File: src/rtl/seq_prefix_add_ctrl.sv
// seq_prefix_add_ctrl
// Multi-cycle wide adder. It adds two WIDTH-bit operands one CHUNK-bit slice
// per clock, least-significant slice first, and reuses a single slice-wide
// generate/propagate datapath. Between slices it carries the inter-slice
// carry and the running group propagate/generate.
//
// Ports:
//   clk, rst_n            clock and asynchronous active-low reset
//   in_valid / in_ready   operand handshake (a, b, cin)
//   out_valid / out_ready result handshake (sum, cout, grp_p, grp_g)
//   sum, cout             registered WIDTH-bit sum and carry-out
//   grp_p, grp_g          group propagate / generate over all WIDTH bits
//   busy                  high whenever the controller is not idle
module seq_prefix_add_ctrl #(
  parameter int WIDTH = 32,
  parameter int CHUNK = 4
) (
  input  logic             clk,
  input  logic             rst_n,
  input  logic             in_valid,
  output logic             in_ready,
  input  logic [WIDTH-1:0] a,
  input  logic [WIDTH-1:0] b,
  input  logic             cin,
  output logic             out_valid,
  input  logic             out_ready,
  output logic [WIDTH-1:0] sum,
  output logic             cout,
  output logic             grp_p,
  output logic             grp_g,
  output logic             busy
);

  localparam int NCHUNK = WIDTH / CHUNK;
  localparam int IDX_W  = (NCHUNK > 1) ? $clog2(NCHUNK) : 1;

  if ((WIDTH % CHUNK) != 0) begin : g_width_chk
    $error("seq_prefix_add_ctrl: WIDTH must be an integer multiple of CHUNK");
  end

  typedef enum logic [1:0] {IDLE, RUN, DONE} state_t;

  state_t           state, state_nxt;
  logic [IDX_W-1:0] idx;
  logic [WIDTH-1:0] a_r, b_r;
  logic [WIDTH-1:0] sum_r;
  logic             carry, p_acc, g_acc;
  logic             cout_r, grp_p_r, grp_g_r;

  // Current slice operands and slice datapath results
  logic [CHUNK-1:0] a_s, b_s, s_s;
  logic             p_slc, g_slc, c_slc, c_bit, pk, gk;
  logic             last_slc;

  assign last_slc = (idx == IDX_W'(NCHUNK - 1));

  always_comb begin
    a_s = '0;
    b_s = '0;
    for (int j = 0; j < NCHUNK; j++) begin
      if (idx == IDX_W'(j)) begin
        a_s = a_r[j*CHUNK +: CHUNK];
        b_s = b_r[j*CHUNK +: CHUNK];
      end
    end
  end

  // In-slice prefix: the group terms exclude the incoming carry so they can be
  // folded into the running accumulators; the bit-level carry rides along to
  // form the sum bits.
  always_comb begin
    s_s   = '0;
    g_slc = 1'b0;
    p_slc = 1'b1;
    c_bit = carry;
    pk    = 1'b0;
    gk    = 1'b0;
    for (int k = 0; k < CHUNK; k++) begin
      pk     = a_s[k] ^ b_s[k];
      gk     = a_s[k] & b_s[k];
      s_s[k] = pk ^ c_bit;
      c_bit  = gk | (pk & c_bit);
      g_slc  = gk | (pk & g_slc);
      p_slc  = pk & p_slc;
    end
    c_slc = g_slc | (p_slc & carry);
  end

  always_comb begin
    state_nxt = state;
    in_ready  = (state == IDLE);
    out_valid = (state == DONE);
    busy      = (state != IDLE);
    case (state)
      IDLE:    if (in_valid) state_nxt = RUN;
      RUN:     if (last_slc) state_nxt = DONE;
      DONE:    if (out_ready) state_nxt = IDLE;
      default: state_nxt = IDLE;
    endcase
  end

  // Control and output registers
  always_ff @(posedge clk or negedge rst_n) begin
    if (!rst_n) begin
      state   <= IDLE;
      idx     <= '0;
      carry   <= 1'b0;
      p_acc   <= 1'b0;
      g_acc   <= 1'b0;
      sum_r   <= '0;
      cout_r  <= 1'b0;
      grp_p_r <= 1'b0;
      grp_g_r <= 1'b0;
    end else begin
      state <= state_nxt;
      case (state)
        IDLE: begin
          if (in_valid) begin
            carry <= cin;
            p_acc <= 1'b1;
            g_acc <= 1'b0;
            idx   <= '0;
          end
        end
        RUN: begin
          for (int j = 0; j < NCHUNK; j++) begin
            if (idx == IDX_W'(j)) sum_r[j*CHUNK +: CHUNK] <= s_s;
          end
          carry <= c_slc;
          g_acc <= g_slc | (g_acc & p_slc);
          p_acc <= p_acc & p_slc;
          if (last_slc) begin
            idx     <= '0;
            cout_r  <= c_slc;
            grp_g_r <= g_slc | (g_acc & p_slc);
            grp_p_r <= p_acc & p_slc;
          end else begin
            idx <= idx + IDX_W'(1);
          end
        end
        default: ;
      endcase
    end
  end

  // Operand capture (data only, no reset)
  always_ff @(posedge clk) begin
    if (state == IDLE && in_valid) begin
      a_r <= a;
      b_r <= b;
    end
  end

  assign sum   = sum_r;
  assign cout  = cout_r;
  assign grp_p = grp_p_r;
  assign grp_g = grp_g_r;

endmodule

File: config.mk
export PLATFORM = sky130hd
export DESIGN_NAME = seq_prefix_add_ctrl
export DESIGN_NICKNAME = d
export VERILOG_FILES = /design/src/rtl/seq_prefix_add_ctrl.sv
export SDC_FILE = /design/constraint.sdc
export NUM_CORES = 1
export LEC_CHECK = 0
export ABC_CLOCK_PERIOD_IN_PS = 5600
export BUFFER_PORTS_ARGS = -buffer_cell sky130_fd_sc_hd__buf_2
export CORE_MARGIN = 2
export CORE_UTILIZATION = 30
export DETAILED_ROUTE_END_ITERATION = 12
export HOLD_SLACK_MARGIN = 0.03
export RECOVER_POWER = 50
export REMOVE_ABC_BUFFERS = 1
export SLEW_MARGIN = 40
export SYNTH_ARGS = -nofsm -noshare
export SYNTH_HDL_FRONTEND = slang
export SYNTH_SLANG_ARGS = --single-unit
File: constraint.sdc
create_clock -name clk -period 5.6 [get_ports clk]
set_clock_uncertainty 0.15 [all_clocks]
set_input_delay 1.12 -clock clk [delete_from_list [all_inputs] [get_ports clk]]
set_output_delay 1.12 -clock clk [all_outputs]
set_load 0.01 [all_outputs]
Word-level counts from Yosys, hierarchy flattened
Cells that the tools add are included.
{"block": "totals", "ff_bits": 107, "out_inout_bits": 38, "word_cells": 107, "inputBits": 69}
{"block": "classes", "muxes": 29, "add_sub_neg": 1, "bitwise": 32, "n_eq_ne": 12, "n_reduce_logical": 15}
{"cell": "4-bit 2-to-1 mux", "n": 16}
{"cell": "2-bit AND reduction", "n": 9}
{"cell": "1-bit AND", "n": 16}
{"cell": "3-bit equality test (second input constant)", "n": 4}
{"cell": "1-bit bitwise OR", "n": 8}
{"cell": "1-bit bitwise XOR", "n": 8}
{"cell": "3-bit by 2-bit equality test with 1-bit output (second input constant)", "n": 2}
{"cell": "2-bit 2-to-1 mux", "n": 3}
{"cell": "3-bit 2-to-1 mux", "n": 2}
{"cell": "1-bit case mux with 2 select lines", "n": 3}
{"cell": "2-bit case mux with 3 select lines", "n": 1}
{"cell": "3-bit case mux with 2 select lines", "n": 1}
{"cell": "2-bit inequality test (second input constant)", "n": 2}
{"cell": "2-bit nonzero test", "n": 2}
{"cell": "3-bit by 1-bit adder with 3-bit output (second input constant)", "n": 1}
{"cell": "3-bit by 1-bit equality test with 1-bit output (second input constant)", "n": 1}
{"cell": "3-bit logical NOT", "n": 1}
{"cell": "1-bit 2-to-1 mux", "n": 3}
{"cell": "3-bit AND reduction", "n": 1}
{"cell": "2-bit by 1-bit equality test with 1-bit output (second input constant)", "n": 1}
{"cell": "2-bit equality test (second input constant)", "n": 1}
{"cell": "2-bit logical NOT", "n": 1}
{"cell": "2-bit by 1-bit inequality test with 1-bit output (second input constant)", "n": 1}
{"cell": "1-bit logical AND", "n": 1}

Longest topological paths before layout
Gate-level depths: netlist of the first run.
{"block": "logic_depth", "word_depth": 18, "ltp_mapped": 15, "depth_no_buf": 13}

Worst setup path after synthesis of the first run
Ideal clock, no wire load.
{"block": "synth_timing", "path_kind": "flip-flop to flip-flop", "from": "reg idx[2]", "to": "reg sum_r[11], in the netlist sum[11]", "synth_period_minus_slack_ns": 3.347, "setup_ns": 0.136, "stages_incl_launch_ff": 15, "n_path_buf": 1, "setup_slack_ns": 2.253, "required_time_ns": 5.314, "arrival_time_ns": 3.061, "path_cell_list": "dfrtp_1 -> buf_4 -> inv_1 -> ha_1 -> inv_2 -> o31ai_4 -> o2111ai_1 -> a41o_1 -> fa_1 -> inv_1 -> fa_1 -> inv_1 -> fa_1 -> xor2_1 -> o21ai_0"}
{"block": "synth_via", "elab_chain_len": 17, "word_cells_on_any_way": 39, "classes_between": "eq/ne (7); mux (16); bitwise (14); reduce/logical (2)"}
{"element": "start, declared", "line": "44", "rtl": "logic [IDX_W-1:0] idx;"}
{"element": "start signal, assigned", "line": "138", "rtl": "idx <= idx + IDX_W'(1);"}
{"element": "3-bit logical NOT", "line": "61", "rtl": "if (idx == IDX_W'(j)) begin"}
{"element": "4-bit 2-to-1 mux (8 in a row)", "line": "61"}
{"element": "1-bit bitwise XOR", "line": "79", "rtl": "pk = a_s[k] ^ b_s[k];"}
{"element": "1-bit AND", "line": "82", "rtl": "c_bit = gk | (pk & c_bit);"}
{"element": "1-bit bitwise OR", "line": "82"}
{"element": "1-bit AND", "line": "82"}
{"element": "1-bit bitwise OR", "line": "82"}
{"element": "1-bit AND", "line": "82"}
{"element": "1-bit bitwise OR", "line": "82"}
{"element": "1-bit bitwise XOR", "line": "81", "rtl": "s_s[k] = pk ^ c_bit;"}
{"element": "end signal, assigned by index", "line": "127", "rtl": "if (idx == IDX_W'(j)) sum_r[j*CHUNK +: CHUNK] <= s_s;"}
{"element": "end, declared", "line": "46", "rtl": "logic [WIDTH-1:0] sum_r;"}
Several ways; a longest one is shown, not always the timed one.
A chain may end at the register's enable or synchronous reset.

Worst setup path in the final report of the first run
{"block": "layout_timing", "from": "reg idx[2]", "to": "reg sum_r[23], in the netlist sum[23]"}
Same word-level chain as after synthesis.

==> results by group, run 1 <==
Worst setup path
  • CP arrival: 4.09 ns
  • CP endpoint kind: flop
  • Worst EP required: 5.66 ns
  • Worst setup SP type: flop
  • Critical path class: flop to flop
  • Worst-path fanout max: 13

CTS
  • Post-cts gate resize count: 0
  • Root Buffer: clkbuf_16
  • Hold buffers post-CTS: 0
  • TritonCTS clock tree: done
  • Htree depth: 3
  • Total CTS buffers: 9
  • Post-CTS Setup Bufs: 0
  • Clock-pin slew of the registers on the worst-case setup and hold paths: 0.07 ns
  • Clk buf depth: 2
  • Worst-skew pair later-pin latency: 0.35 ns
  • Sink Count: 107

Timing
  • Final Hold Violating Endpoints: 0
  • RSZ-0062 raised after global routing: false
  • Total negative slack: 0 ns
  • Slew @ Worst Pin: 2.266 ns
  • Rel. slew slack: -51.08%
  • Final Max Tran Viols: 44
  • FMAX: 248.0 MHz
  • Fin crit share: 71.99%
  • Setup Viol. Count Final: 0
  • Tmin final: 4.032 ns

Layout
  • Non-Filler Instances: 639
  • Fill count: 1471
  • Fraction of layout cells with a size suffix above 1: 29.67%
  • Fin nets: 533
  • Final Instance Area: 5451 sq um
  • Layout Utilization: 37.51%
  • Area of the multi-input gates: 1353 sq um
  • Seq. cell area: 2998 sq um
  • P&R area growth vs syn: 21.81%
  • Ant. Diodes: 0

Routing
  • DRC Markers: 0
  • 1st-iter DRT viols: 170
  • Wirelength per Cell: 16.00 microns
  • Total number of vias: 3043
  • Vias per cell: 4.762
  • Final ANT Viol Nets: 0
  • Router iterations before antenna repair: 4
  • Routed WL: 10230 microns

GRT
  • Gr usage total: 13.16%
  • Initial antenna violation count: 0
  • Gr ovfl total: 0
  • Global-route wire length before repair: 15800 microns
  • Vias in the first global route: 3045
  • Pin count of the biggest net entering global routing: 51

Power and ir drop
  • Leak Pwr: 2.244 nW
  • PwrDens: 619.7 nW/um^2
  • Final Power: 3.378 mW
  • Worst vdd ir: 0.0003301 V

Die
  • Standard-cell rows: 44
  • Core region area: 14530 sq um
  • Die width: 126.1 microns
  • Die H: 126.1 microns
  • Die Area: 15910 sq um
  • Ports: 107
  • Initial core utilization: 30.79%

Logic synthesis
  • Asr flop ratio synth: 40.19%
  • Cell Area, Synth: 4476 sq um
  • Commonest cells post-synth: 71 x nand2_1, 64 x edfxtp_1, 43 x dfrtp_1
  • Syn avg cell area: 13.05 sq um
  • Post-synthesis sequential area ratio: 66.98%
  • Top cell type's share of synthesized area: 42.94%
  • Post-Syn Instances: 343
  • Most common cell in the netlist: nand2_1
  • Largest area contributor in the netlist: edfxtp_1
  • Yosys warns: 0
  • Post-synth top flop: edfxtp_1
  • Number of synthesized flops with an enable pin: 64
  • Synth top area cells: edfxtp_1 43%, dfrtp_1 24%, nand2_1 6.0%, o21ai_0 3.5%, ha_1 2.8%
  • Number of synthesized register bits: 107
  • Distinct cells, synth: 45

Placement
  • PortBufs: 106
  • Dpl hpwl: 7763 microns
  • Gpl congestion: 0.8675
  • Placed cell areas: 5172 sq um
  • Dpl cells: 624

Run
  • Max-cap violations: 1

Hold path
  • Hold Crit Class: flop to flop

Run status
  • Status: complete, but fails checks
  • Failing checks: max-capacitance violations, max-slew violations
## path summary, 6_finish.rpt
check                         from  endpoint  slack, ns  cells after the start
setup / recovery            idx[2]   sum[23]       1.57                     13
hold / removal             sum[28]   sum[28]       0.32                      2
setup reg to reg            idx[2]   sum[23]       1.57                     13
hold reg to reg            sum[28]   sum[28]       0.32                      2
max in group asynchronous    rst_n     grp_g       2.72                      1
min in group asynchronous    rst_n    sum[8]       1.29                      1
## routing by layer
layer	vias up	GRT usage, %	routed length, microns
met5	-	0	0
met4	0	5.430	236
met3	17	5.013	757
met2	109	18.88	4501
met1	1445	17.91	4730
li1	1472	-	-
## layout make-up
| cell class | instances | share of cell area, % |
|---|---|---|
| clock inverter | 5 | 1.010 |
| tap | 184 | 4.223 |
| sequential | 107 | 54.99 |
| multi-input combinational | 211 | 24.81 |
| inverter | 15 | 1.033 |
| clock buffer | 10 | 4.200 |
| timing repair buffer | 107 | 9.731 |
## worst max-delay path, cell delays in order (launching register included)
cell       delay (ns)
dfrtp_1          0.56
inv_1            0.19
ha_1             0.36
inv_2            0.15
o31ai_4          0.35
o2111ai_1        0.24
a41o_1           0.26
fa_1             0.39
inv_1            0.08
fa_1             0.16
inv_1            0.05
fa_1             0.37
xor2_1           0.41
o21ai_0          0.17
## sequential cells by signal, indices dropped and copies added, names as in the netlist
name and count:
state 2, grp_g 1, p_acc 1, g_acc 1, b_r 32, sum 32
carry 1, a_r 32, idx 3, cout 1, grp_p 1
## power breakdown
part	internal, mW	switching (mW)
clock	0.342	0.266
sequential	1.08	0.126
combinational	0.575	0.986
## cells in the final DEF (no fill, tap or decap), types with 2 or more instances in the layout
| cell | n |
|---|---|
| a21oi_1 | 10 |
| o2111ai_1 | 4 |
| clkbuf_16 | 9 |
| buf_2 | 100 |
| o22ai_1 | 2 |
| clkinvlp_4 | 2 |
| a41oi_1 | 3 |
| clkbuf_1 | 7 |
| nand3_1 | 3 |
| ha_1 | 9 |
| nand2_1 | 71 |
| fa_1 | 3 |
| mux2_2 | 8 |
| nor2b_1 | 4 |
| inv_1 | 14 |
| o211ai_1 | 6 |
| o21ai_0 | 31 |
| o21ai_1 | 2 |
| a32oi_1 | 3 |
| nand2b_1 | 4 |
| dfrtp_1 | 43 |
| nand2_2 | 2 |
| o31ai_1 | 4 |
| edfxtp_1 | 64 |
| a41o_1 | 3 |
| a22oi_1 | 3 |
| a221oi_1 | 4 |
| o22a_1 | 4 |
| nor2_1 | 10 |
| nand4bb_1 | 2 |
## per-stage QoR
step / hold slack (ns) / setup slack, ns
after floorplan: 0.2963 / 2.019
after global placement: 0.3081 / 1.602
after detailed placement: 0.3149 / 1.386
after CTS: 0.3295 / 1.373
after global routing: 0.3424 / 1.238
final: 0.3233 / 1.568
## logic make-up after synthesis
kind of cell             share of synthesized area (%)
flip-flops                                       66.98
AND/OR/NAND/NOR                                  10.54
AO/OA/AOI/OAI                                    13.00
buffers and inverters                            2.907
adder cells (fa/ha/maj)                          4.138
multiplexers                                     2.237
XOR/XNOR                                        0.1957
(Power assumes the default switching activity.)
==> run 2, diff against run 1 <==
--- a/config.mk
+++ b/config.mk
@@ -5,7 +5,7 @@
 export SDC_FILE = /design/constraint.sdc
 export NUM_CORES = 1
 export LEC_CHECK = 0
-export ABC_CLOCK_PERIOD_IN_PS = 5600
+export ABC_CLOCK_PERIOD_IN_PS = 3300
 export BUFFER_PORTS_ARGS = -buffer_cell sky130_fd_sc_hd__buf_2
 export CORE_MARGIN = 2
 export CORE_UTILIZATION = 30
==> constraint.sdc (replaced) <==
create_clock -name clk -period 3.3 [get_ports clk]
set_clock_uncertainty 0.15 [all_clocks]
set_input_delay 0.66 -clock clk [delete_from_list [all_inputs] [get_ports clk]]
set_output_delay 0.66 -clock clk [all_outputs]
set_load 0.01 [all_outputs]
==> results by group, run 2 (synthesis results as in run 1) <==
Timing
  • Final Max Tran Viols: 44
  • Tmin final: 3.184 ns
  • RSZ-0062 raised after global routing: true
  • Setup Viol. Count Final: 0
  • Rel. slew slack: -50.03%
  • FMAX: 314.1 MHz
  • Fin crit share: 96.47%
  • Final Hold Violating Endpoints: 0
  • Total negative slack: 0 ns
  • Slew @ Worst Pin: 2.250 ns

Layout
  • Non-Filler Instances: 665
  • Most common cell after layout, fill and taps aside: buf_2
  • P&R area growth vs syn: 29.33%
  • Most frequent cells in the layout: 84 x buf_2, 71 x nand2_1, 64 x edfxtp_1, 41 x dfrtp_1, 27 x buf_4
  • Final Instance Area: 5788 sq um
  • Fin nets: 560
  • Fraction of layout cells with a size suffix above 1: 33.89%
  • Layout Utilization: 39.82%
  • Ant. Diodes: 0

Routing
  • 1st-iter DRT viols: 156
  • Wirelength per Cell: 15.77 microns
  • Router iterations before antenna repair: 4
  • Routed WL: 10490 microns
  • Total number of vias: 3140
  • Vias per cell: 4.722
  • DRC Markers: 0
  • Final ANT Viol Nets: 0

CTS
  • Total CTS buffers: 9
  • Hold buffers post-CTS: 0
  • Htree depth: 3
  • Sink Count: 107
  • Worst-skew pair later-pin latency: 0.35 ns
  • Root Buffer: clkbuf_16
  • Clk buf depth: 2
  • TritonCTS clock tree: done
  • Clock-pin slew of the registers on the worst-case setup and hold paths: 0.07 ns

Placement
  • Gpl congestion: 0.8309
  • Dpl hpwl: 8106 microns
  • PortBufs: 106
  • Dpl cells: 648
  • Placed cell areas: 5353 sq um

Hold path
  • Hold Crit Class: input pin to flop

Worst setup path
  • Worst r2r dst: sum[19]
  • Worst-path fanout max: 8
  • Flop-to-flop setup slack: 0.12 ns
  • Worst EP required: 3.38 ns
  • R2R Path Start: idx[1]
  • Worst setup SP type: flop
  • Critical path class: flop to flop
  • CP arrival: 3.26 ns
  • CP endpoint kind: flop
  • First element of the critical path: idx[1]
  • R2R cell count: 13
  • CP endpoint: sum[19]

Run
  • Max-cap violations: 1

Power and ir drop
  • Worst vdd ir: 0.0007069 V
  • Sequential power share: 31.4%
  • Cell internal pwr: 3.878 mW
  • Final Power: 6.453 mW
  • Switching part of the total: 39.91%
  • Leak Pwr: 2.349 nW
  • Share of total power in combinational logic: 50.2%
  • P_sw: 2.576 mW
  • PwrDens: 1115 nW/um^2
  • Clock share of power: 18.4%

Die
  • Die H: 126.1 microns
  • Core region area: 14530 sq um
  • Die Area: 15910 sq um
  • Initial core utilization: 30.79%
  • Ports: 107
  • Standard-cell rows: 44
  • Die width: 126.1 microns

GRT
  • Initial antenna violation count: 0
  • Gr usage total: 13.53%
  • Vias in the first global route: 3179
  • Gr ovfl total: 0
  • Global-route wire length before repair: 16460 microns
  • Pin count of the biggest net entering global routing: 44

Run status
  • Status: complete, but fails checks
  • Failing checks: max-capacitance violations, max-slew violations
## run 2: cell types whose count changed in the layout (fill, tap and decap cells not counted), sizes merged
cell and change:
clkbuf +16, clkinvlp -2, buf +10, bufinv +2
## run 2: area by class of cell
class | count | area (sq um)
Clock buffer | 9 | 225.2
Clock inverter | 5 | 103.9
Fill cell | 1451 | 8746
Inverter | 15 | 58.81
Multi-Input combinational cell | 211 | 1460
Sequential cell | 107 | 3000
Tap cell | 184 | 230.2
Timing Repair Buffer | 134 | 709.4
## run 2: power by group through the flow
stage          Sequential [mW]  Clock (mW)  Combinational, mW
3_5_place_dp              2.05           0               2.90
5_1_grt                   2.07        1.27               3.56
2_1_floorplan             2.11           0               1.69
6_report                  2.03        1.19               3.24
4_1_cts                   2.02        1.22               3.09
3_3_place_gp              2.03           0               2.85
## run 2: layer usage
layer	track usage [%]	share of wire, %
met3	4.078	6.7
met4	4.913	2.0
met1	18.01	47
met5	0	0
met2	20.97	45
## run 2: critical path, cell delays in order, from the launching register on
cell	delay, ns
dfrtp_2	0.41
ha_4	0.16
ha_4	0.16
inv_4	0.05
o31ai_4	0.31
o2111ai_2	0.18
a41o_1	0.24
fa_2	0.36
inv_2	0.07
fa_2	0.19
inv_2	0.04
fa_2	0.37
xor2_4	0.27
o21ai_1	0.11
## run 2: timing repair
item                       CTS  global route
gates resized for setup     11            25
pin swaps                    4             8
buffers inserted             0             3
setup endpoints to repair   16            20
## run 2: worst min-delay path by stage
stage / cells after the start / from / slack, ns / end
6_report: 1 / a[20] / 0.33 / a_r[20]
4_1_cts: 1 / rst_n / 0.15 / sum[9]
5_1_grt: 1 / b[12] / 0.32 / b_r[12]
3_5_place_dp: 2 / sum[10] / 0.32 / sum[10]
3_3_place_gp: 2 / sum[12] / 0.31 / sum[12]
2_1_floorplan: 0 / rst_n / 0.21 / carry
## run 2: metrics by stage
step                      hold WS (ns)  setup slack (ns)
after global placement          0.3075          -0.04081
after floorplan                 0.2144           -0.2809
final                           0.3303            0.1164
after CTS                       0.1499          0.002059
after detailed placement        0.3216           -0.2096
after global routing            0.3162          -0.02472
==> run 3, diff against run 2 <==
--- a/config.mk
+++ b/config.mk
@@ -7,6 +7,7 @@
 export LEC_CHECK = 0
 export ABC_CLOCK_PERIOD_IN_PS = 3300
 export BUFFER_PORTS_ARGS = -buffer_cell sky130_fd_sc_hd__buf_2
+export CORE_ASPECT_RATIO = 1.75
 export CORE_MARGIN = 2
 export CORE_UTILIZATION = 30
 export DETAILED_ROUTE_END_ITERATION = 12
==> results by group, run 3 (synthesis results as in run 1) <==
Run status
  • Status: complete, but fails checks
  • Failing checks: max-capacitance violations, max-slew violations

CTS
  • Worst-skew pair later-pin latency: 0.34 ns
  • Sink Count: 107
  • Root Buffer: clkbuf_16
  • Clock-pin slew of the registers on the worst-case setup and hold paths: 0.07 ns
  • Total CTS buffers: 9
  • Clk buf depth: 2
  • Htree depth: 3
  • TritonCTS clock tree: done
  • Hold buffers post-CTS: 0

Die
  • Core region area: 14760 sq um
  • Ports: 107
  • Die Area: 15950 sq um
  • Initial core utilization: 30.31%
  • Die width: 96.33 microns
  • Standard-cell rows: 59
  • Die H: 165.6 microns

Worst setup path
  • Critical path class: flop to flop
  • Slowest Stage Delay on Critical Path: 0.64 ns
  • Worst EP required: 3.37 ns
  • CP cell instances: inv_2 > ha_4 > buf_12 > o31ai_4 > o2111ai_2 > a41o_1 > fa_2 > inv_2 > fa_1 > inv_1 > fa_2 > o21ai_0
  • CP arrival: 3.30 ns
  • Buf/Inv on CP: 4
  • R2R cell count: 12
  • CP endpoint kind: flop
  • Worst path slowest cell: fa_2
  • WP depth: 12
  • Crit-path leading delay family: adder cells
  • Worst setup SP type: flop
  • Worst-path fanout max: 8

Routing
  • Vias per cell: 4.681
  • Final ANT Viol Nets: 0
  • Router iterations before antenna repair: 4
  • DRC Markers: 0
  • 1st-iter DRT viols: 148
  • Wirelength per Cell: 16.26 microns
  • Total number of vias: 3122
  • Routed WL: 10840 microns

Placement
  • Placed cell areas: 5354 sq um
  • PortBufs: 106
  • Gpl congestion: 0.9783
  • Dpl hpwl: 8488 microns

GRT
  • Grt met1 use: 15.92%
  • Global-route wire length before repair: 16800 microns
  • Met2 Use GR: 26.23%
  • Initial antenna violation count: 0
  • Vias in the first global route: 3207
  • Met3 Use GR: 2.269%
  • Gr usage total: 14.22%
  • Pin count of the biggest net entering global routing: 45
  • Gr ovfl total: 0
  • Most Used Layer, Global Route: met2

Run
  • Max-cap violations: 1

Layout
  • Ant. Diodes: 0
  • Fraction of layout cells with a size suffix above 1: 35.33%
  • Most frequent cells in the layout: 89 x buf_2, 71 x nand2_1, 64 x edfxtp_1, 41 x dfrtp_1, 27 x buf_4
  • Fin nets: 561
  • P&R area growth vs syn: 28.80%
  • Final Instance Area: 5764 sq um
  • Fill count: 1444
  • Most common cell after layout, fill and taps aside: buf_2

Timing
  • FMAX: 310.1 MHz
  • Smallest hold slack: 0.3307 ns
  • Slew @ Worst Pin: 2.245 ns
  • Final Hold Violating Endpoints: 0
  • Final Max Tran Viols: 44
  • Fin crit share: 97.71%
  • Setup Viol. Count Final: 0
  • Tmin final: 3.224 ns
  • Rel. slew slack: -49.68%
  • RSZ-0062 raised after global routing: true

Hold path
  • Hold depth: 2
  • Hold Crit Class: flop to flop

Power and ir drop
  • Leak Pwr: 2.347 nW
  • PwrDens: 1102 nW/um^2
  • Worst vdd ir: 0.0008209 V
## run 3: cell types whose count changed in the layout (fill, tap and decap cells not counted), moves of 2 or more
cell,delta
clkbuf_1,-6
buf_2,+5
o21ai_0,-5
clkinvlp_4,+4
o21ai_1,+4
bufinv_16,-3
buf_12,+2
inv_8,+2
## run 3: worst paths after layout
path,startpoint,to,slack (ns)
worst max-delay path,idx[0],sum[22],0.08
worst min-delay path,sum[4],sum[4],0.33
worst max register to register,idx[0],sum[22],0.08
worst min register to register,sum[4],sum[4],0.33
max in group asynchronous,rst_n,idx[1],0.72
min in group asynchronous,rst_n,sum[9],0.83
## run 3: final cells by class
| type | instances | area [sq um] | area share (%) |
|---|---|---|---|
| clock inverters | 7 | 61.31 | 1.064 |
| inverters | 15 | 56.30 | 0.9768 |
| multi-input cells | 211 | 1440 | 24.98 |
| clock buffers | 9 | 225.2 | 3.907 |
| repair buffers | 135 | 752.0 | 13.05 |
| flip-flops and latches | 107 | 3000 | 52.05 |
| well taps | 183 | 229.0 | 3.972 |
## run 3: worst reg2reg max path: stages (launching register included)
cell	delay, ns
dfrtp_2	0.44
inv_2	0.08
ha_4	0.19
buf_12	0.13
o31ai_4	0.30
o2111ai_2	0.20
a41o_1	0.24
fa_2	0.35
inv_2	0.07
fa_1	0.15
inv_1	0.05
fa_2	0.64
o21ai_0	0.11
## run 3: per-layer routing
layer	wire [microns]	share of wire, %	vias up
met1	3989	37	1481
met2	6105	56	93
li1	-	-	1530
met5	0	0	-
met4	261	2.4	0
met3	488	4.5	18
## run 3: per-stage QoR
step | TNS [ns] | utilization [%] | setup WS [ns] | cells | total power, mW
floorplan | -4.026 | - | -0.2809 | 333 | 3.809
global placement | 0 | 36.25 | 0.01332 | 644 | 5.017
detailed placement | -2.335 | 36.26 | -0.1467 | 644 | 5.113
CTS | 0 | 38.76 | 0.03209 | 664 | 6.310
global route | -0.2902 | 39.04 | -0.04243 | 667 | 6.860
finish | 0 | 39.04 | 0.07560 | 667 | 6.350
## run 3: timing repair
action | CTS | global route
endpoints found under the setup margin | 24 | 24
pin swaps | 5 | 7
setup buffers | 4 | 3
cloned | 0 | 0
resized for setup | 19 | 20
## run 3: power breakdown
group | internal, mW | switching, mW
Sequential | 1.84 | 0.197
Combinational | 1.37 | 1.93
Clock | 0.524 | 0.496
Total | 3.73 | 2.62
